### src/rtl/mem_arb_pkg.sv
// rtl/mem_arb_pkg.sv - shared types and constants for the two-master RAM arbiter
// Purpose: FSM state encoding, master index constants and the legal RAM read
//          latency range used by mem_bus_arbiter and rr_pick2.
// Ports:   none (package).
package mem_arb_pkg;

  typedef enum logic [1:0] {
    IDLE  = 2'd0,
    ISSUE = 2'd1,
    WAIT  = 2'd2,
    DONE  = 2'd3
  } arb_state_e;

  localparam logic M0 = 1'b0;
  localparam logic M1 = 1'b1;

  localparam int RAM_LAT_MIN = 1;
  localparam int RAM_LAT_MAX = 4;
  // Wide enough to hold RAM_LAT_MAX-1.
  localparam int CNT_W = 2;

  function automatic bit ram_lat_in_range(input int lat);
    return (lat >= RAM_LAT_MIN) && (lat <= RAM_LAT_MAX);
  endfunction

endpackage

### src/rtl/rr_pick2.sv
// rtl/rr_pick2.sv - combinational two-way round-robin pick
// Purpose: chooses which of two requesters gets the next transaction.
//          A tie goes to the master that was not granted last, unless hold_i
//          lets the last master keep the bus while it is still requesting.
// Ports:   req0_i/req1_i  request lines of M0/M1
//          last_i         master granted most recently
//          hold_i         last master may keep the bus if it requests
//          grant_o        chosen master index (meaningful when valid_o)
//          valid_o        at least one request present
module rr_pick2
  import mem_arb_pkg::*;
(
  input  logic req0_i,
  input  logic req1_i,
  input  logic last_i,
  input  logic hold_i,
  output logic grant_o,
  output logic valid_o
);

  logic last_req;

  assign last_req = (last_i == M1) ? req1_i : req0_i;
  assign valid_o  = req0_i | req1_i;

  always_comb begin
    grant_o = M0;
    if (hold_i && last_req) begin
      grant_o = last_i;
    end else if (req0_i && req1_i) begin
      grant_o = ~last_i;
    end else if (req1_i) begin
      grant_o = M1;
    end
  end

endmodule

### src/rtl/mem_bus_arbiter.sv
// rtl/mem_bus_arbiter.sv - shares one single-port byte RAM between two masters
// Purpose: round-robin arbitration per transaction between M0 (cpu data port)
//          and M1 (debug/program loader). Request fields are captured at
//          grant; reads wait a fixed RAM_LAT cycles; ack pulses in DONE.
//          Optional MEM_ARB_BURST_EN: the granted master may keep the bus for
//          up to MAX_BURST consecutive grants while it keeps requesting.
// Ports:   clk, rst                  clock, synchronous active-high reset
//          m0_req/we/addr/wdata      M0 request in; m0_ack/m0_rdata out
//          m1_req/we/addr/wdata      M1 request in; m1_ack/m1_rdata out
//          ram_re/ram_we             one-cycle RAM strobes
//          ram_addr/ram_wdata        registered RAM address and write data
//          ram_rdata                 RAM read data, RAM_LAT cycles after ram_re
module mem_bus_arbiter
  import mem_arb_pkg::*;
#(
  parameter int ADDR_W    = 16,
  parameter int DATA_W    = 8,
  parameter int RAM_LAT   = 1,
  parameter int MAX_BURST = 4
) (
  input  logic              clk,
  input  logic              rst,
  input  logic              m0_req,
  input  logic              m0_we,
  input  logic [ADDR_W-1:0] m0_addr,
  input  logic [DATA_W-1:0] m0_wdata,
  output logic              m0_ack,
  output logic [DATA_W-1:0] m0_rdata,
  input  logic              m1_req,
  input  logic              m1_we,
  input  logic [ADDR_W-1:0] m1_addr,
  input  logic [DATA_W-1:0] m1_wdata,
  output logic              m1_ack,
  output logic [DATA_W-1:0] m1_rdata,
  output logic              ram_re,
  output logic              ram_we,
  output logic [ADDR_W-1:0] ram_addr,
  output logic [DATA_W-1:0] ram_wdata,
  input  logic [DATA_W-1:0] ram_rdata
);

  if (!ram_lat_in_range(RAM_LAT)) begin : g_bad_ram_lat
    $error("mem_bus_arbiter: RAM_LAT must be within 1..4");
  end
  if (MAX_BURST < 1) begin : g_bad_max_burst
    $error("mem_bus_arbiter: MAX_BURST must be at least 1");
  end

  localparam logic [CNT_W-1:0] CNT_INIT = CNT_W'(RAM_LAT - 1);

  arb_state_e        state_q, state_d;
  logic              last_q, last_d;
  logic              we_q, we_d;
  logic [ADDR_W-1:0] addr_q, addr_d;
  logic [DATA_W-1:0] wdata_q, wdata_d;
  logic [CNT_W-1:0]  cnt_q, cnt_d;
  logic [DATA_W-1:0] m0_rdata_q, m0_rdata_d;
  logic [DATA_W-1:0] m1_rdata_q, m1_rdata_d;
  logic              pick_grant, pick_valid, hold;

  rr_pick2 u_pick (
    .req0_i  (m0_req),
    .req1_i  (m1_req),
    .last_i  (last_q),
    .hold_i  (hold),
    .grant_o (pick_grant),
    .valid_o (pick_valid)
  );

`ifdef MEM_ARB_BURST_EN
  localparam int BURST_W = $clog2(MAX_BURST + 1);
  localparam logic [BURST_W-1:0] BURST_MAX = BURST_W'(MAX_BURST);

  // Counts consecutive grants to last_q; zero right after reset so the
  // first arbitration is a plain round-robin tie-break.
  logic [BURST_W-1:0] burst_q, burst_d;

  assign hold = (burst_q != '0) && (burst_q < BURST_MAX);

  always_comb begin
    burst_d = burst_q;
    if (state_q == IDLE && pick_valid) begin
      if (burst_q != '0 && pick_grant == last_q) begin
        burst_d = (burst_q == BURST_MAX) ? burst_q : burst_q + BURST_W'(1);
      end else begin
        burst_d = BURST_W'(1);
      end
    end
  end

  always_ff @(posedge clk) begin
    if (rst) begin
      burst_q <= '0;
    end else begin
      burst_q <= burst_d;
    end
  end
`else
  assign hold = 1'b0;
`endif

  always_comb begin
    state_d    = state_q;
    last_d     = last_q;
    we_d       = we_q;
    addr_d     = addr_q;
    wdata_d    = wdata_q;
    cnt_d      = cnt_q;
    m0_rdata_d = m0_rdata_q;
    m1_rdata_d = m1_rdata_q;
    ram_re     = 1'b0;
    ram_we     = 1'b0;
    m0_ack     = 1'b0;
    m1_ack     = 1'b0;
    unique case (state_q)
      IDLE: begin
        if (pick_valid) begin
          last_d  = pick_grant;
          state_d = ISSUE;
          if (pick_grant == M1) begin
            we_d    = m1_we;
            addr_d  = m1_addr;
            wdata_d = m1_wdata;
          end else begin
            we_d    = m0_we;
            addr_d  = m0_addr;
            wdata_d = m0_wdata;
          end
        end
      end
      ISSUE: begin
        ram_we = we_q;
        ram_re = ~we_q;
        if (we_q) begin
          state_d = DONE;
        end else begin
          state_d = WAIT;
          cnt_d   = CNT_INIT;
        end
      end
      WAIT: begin
        if (cnt_q == '0) begin
          state_d = DONE;
          if (last_q == M1) begin
            m1_rdata_d = ram_rdata;
          end else begin
            m0_rdata_d = ram_rdata;
          end
        end else begin
          cnt_d = cnt_q - CNT_W'(1);
        end
      end
      DONE: begin
        // last_q still names the master that owns this transaction.
        m0_ack  = (last_q == M0);
        m1_ack  = (last_q == M1);
        state_d = IDLE;
      end
      default: state_d = IDLE;
    endcase
  end

  always_ff @(posedge clk) begin
    if (rst) begin
      state_q    <= IDLE;
      last_q     <= M1;
      we_q       <= 1'b0;
      addr_q     <= '0;
      wdata_q    <= '0;
      cnt_q      <= '0;
      m0_rdata_q <= '0;
      m1_rdata_q <= '0;
    end else begin
      state_q    <= state_d;
      last_q     <= last_d;
      we_q       <= we_d;
      addr_q     <= addr_d;
      wdata_q    <= wdata_d;
      cnt_q      <= cnt_d;
      m0_rdata_q <= m0_rdata_d;
      m1_rdata_q <= m1_rdata_d;
    end
  end

  assign ram_addr  = addr_q;
  assign ram_wdata = wdata_q;
  assign m0_rdata  = m0_rdata_q;
  assign m1_rdata  = m1_rdata_q;

endmodule
### config.mk
export PLATFORM = sky130hd
export DESIGN_NAME = mem_bus_arbiter
export DESIGN_NICKNAME = d
export VERILOG_FILES = /design/src/rtl/mem_arb_pkg.sv /design/src/rtl/rr_pick2.sv /design/src/rtl/mem_bus_arbiter.sv
export SDC_FILE = /design/constraint.sdc
export NUM_CORES = 1
export LEC_CHECK = 0
export ABC_AREA = 1
export CAP_MARGIN = 20
export CORE_MARGIN = 2
export CORE_UTILIZATION = 36
export DETAILED_ROUTE_END_ITERATION = 8
export HOLD_SLACK_MARGIN = 0.12
export PLACE_DENSITY_LB_ADDON = 0.08
export SLEW_MARGIN = 20
export SYNTH_ARGS = -nofsm -noshare
export SYNTH_HDL_FRONTEND = slang
export SYNTH_SLANG_ARGS = --single-unit
### constraint.sdc
create_clock -name clk -period 1.35 [get_ports clk]
set_input_delay 0.27 -clock clk [delete_from_list [all_inputs] [get_ports clk]]
set_output_delay 0.27 -clock clk [all_outputs]
set_load 0.01 [all_outputs]
==> results.md <==
* Routed met3 length at roughly 470 um
* Chip Height at 81.0 um
* Multi-input logic area at roughly 1100 sq um
* Setup Skew at 10.3 ps
* Critical path's largest stage delay at 350 ps
* RSZ-0062 raised after global routing: true
* Detailed Route WL at 6580 um
* Worst hold path type: reg2reg
* First-pass GRT wire length at ~11000 um
* Global Route Usage Sum at 20.7%
* Fillers at between 500 and 600
* I/O Pins at between 100 and 150
* Core area at 5820 sq um
* Worst slack, placed at -695 ps
* Worst setup EP type: output pin
* Drt wl/cell at 12.4 um
* TritonRoute pass-1 iters at 4
* Slew Viols, Final at 0
* Worst-Skew Late Latency at approximately 310 ps
* Fin crit period at between 1000 and 1500 ps
* Static Leakage at roughly 1.9 nW
* Starting Density at 36.7%
* Power Density at between 1500 and 2000 nW/um^2
* Largest net degree at the start of global routing at 37
* Max cap viols at 0
* Cell Chain, Critical Path: inv_2 > buf_6 > ha_4 > inv_2 > nor2_1 > buf_2
* Reg area at 925 sq um
* Residual overflow from global routing at 0
* First DRT Iteration DRCs at about 90
* CP startpoint: state_q[1]
* Syn Area/Cell at 6.72 sq um
* FF-to-FF path depth at 10
* Startpoint Class: flop
* Nets at 523
* Power, Total at approximately 6.3 mW
* End point of the critical path: ram_re
* Synth warnings at 0
* Clock-pin slew on the worst setup and hold paths at 100 ps
* Ant diodes at 0
* Max transition margin at 87.2%
* Clk sinks at 46
* Fmax at between 600 and 700 MHz
* Antenna violations before repair at 0
* Rows at 28
* Vias per Instance at 4.61
* Required time of the critical path at 1080 ps
* Num CTS Buffers at 5
* Clock root buffer: clkbuf_8
* Slew @ Worst Pin at 192 ps
* Die Area at roughly 6600 sq um
* Post-layout util at 64.1%
* Crit path DAT at roughly 1200 ps
* Reg2Reg Capture Point: cnt_q[1]
* IO buf count at 105
* Most common cell on crit path: inv_2
* Synth Register Bits at 46
* Worst setup margin at -92.1 ps
* Clock H-tree levels at 2
* Status: finished with violations
* Syn-to-layout area delta at 74.5%
* Seq/Total Area, Yosys at a little over two fifths
* Final Setup Violations at 4
* Hold Violations, Final at 0
* Final worst-path cycle share at 107%
* CTS tree: yes
* Reg-to-reg setup timing slack at 20 ps
* Total number of vias at 2441
* Routed Antenna Nets at 0
* Design Area, Final at 3730 sq um
* Syn_nets at 387
* Mapped Cells at between 300 and 400
* Failing checks: setup timing
* Vias in the first global route at 2297
* CP Max Fanout at 3
* Hold WS at approximately 470 ps
* Worst r2r src: state_q[0]
* Highest Signal Layer: met4
* Unique cell type count in the Yosys netlist at 18
* WL met1 at 2900 um
* HPWL after DPL at 4200 um
* Cell area after synthesis at around 2100 sq um
* CTS max path bufs at 2
* Remaining DRCs at 0
* Gpl congestion at 0.799
* CP max-delay cell: dfxtp_2
* Maximum VDD drop at 798 uV
* Met2 routed WL at slightly above 3000 um
* Area post-placement at 3380 sq um
* CP Class: reg2out
* Share of cells above drive strength 1 at 18.0%
* Die Wd at 81.0 um
-- area by class of cell --
cell class	count	share of cell area (%)
Multi-Input combinational cell	220	30.5
Clock inverter	3	0.637
Inverter	41	4.26
Sequential cell	46	24.8
Tap cell	75	2.52
Clock buffer	5	1.85
Timing Repair Buffer	140	35.5
-- cells in the final DEF, fill, tap and decap left out, drive strengths merged --
| cell type | n |
|---|---|
| a21oi | 36 |
| buf | 39 |
| clkbuf | 5 |
| clkdlybuf4s50 | 61 |
| clkinvlp | 2 |
| dfxtp | 46 |
| dlygate4sd2 | 40 |
| ha | 7 |
| inv | 42 |
| nand2 | 99 |
| nand3 | 11 |
| nor2 | 30 |
| o211ai | 1 |
| o21ai | 36 |
-- critical path, delay by kind of cell (launching register included) --
kind          cells  cell delay (ps)
buf+inv           4              330
simple gates      1               30
flops             1              350
fa+ha+maj         1              160
-- stage by stage --
stage | cells | setup TNS, ps
3_3_place_gp | 504 | -19420
3_5_place_dp | 504 | -19870
4_1_cts | 522 | -414
2_1_floorplan | 318 | -409
6_report | 530 | -263
5_1_grt | 530 | -806
-- sequential cells by signal (all words and copies together), names as in the netlist --
signal     cells
cnt_q          2
m1_rdata       8
m0_rdata       8
we_q           1
state_q        2
ram_wdata      8
last_q         1
ram_addr      16
-- worst min-delay path by stage --
stage	from	endpoint	depth (start not counted)
finish	m1_rdata[3]	m1_rdata[3]	2
global route	m1_rdata[3]	m1_rdata[3]	2
CTS	m1_rdata[6]	m1_rdata[6]	2
detailed placement	m1_rdata[0]	m1_rdata[0]	2
global placement	m1_rdata[5]	m1_rdata[5]	2
floorplan	ram_rdata[0]	m0_rdata[0]	2
-- power by group --
group | internal (mW) | switching (mW)
registers | 1.79 | 0.218
logic | 1.63 | 1.76
clock network | 0.371 | 0.521
-- cell families after synthesis --
logic type / share of synthesized area [%]
AO/OA/AOI/OAI: 17.2
adder cells (fa/ha/maj): 4.10
buffers and inverters: 10.4
flip-flops: 43.1
AND/OR/NAND/NOR: 25.2
-- what timing repair did --
item	in CTS	in global routing
endpoints found under the setup margin	81	46
resized for setup	82	35
buffers inserted	7	8
hold buffers	0	0
gates cloned	3	0
pin swaps	4	10
-- Yosys cell counts --
library cell	count	share of area, %
a21oi_1	36	8.4
buf_2	6	1.4
buf_4	2	0.70
clkbuf_1	5	0.88
clkbuf_2	1	0.23
clkinv_1	1	0.18
dfxtp_1	46	43
ha_1	7	4.1
inv_1	38	6.7
inv_2	2	0.35
nand2_1	98	17
nand2_2	1	0.29
nand3_1	11	2.6
nor2_1	26	4.6
nor2_4	1	0.53
o211ai_1	1	0.35
o21ai_0	33	7.7
o21ai_1	3	0.70
-- per-layer routing --
layer  vias up  global-route usage [%]
met5         -                       0
met4         0                    7.29
li1       1273                       -
met3        10                    6.44
met2        70                    34.6
met1      1088                    25.0
Power figures use the tool's default switching activity.
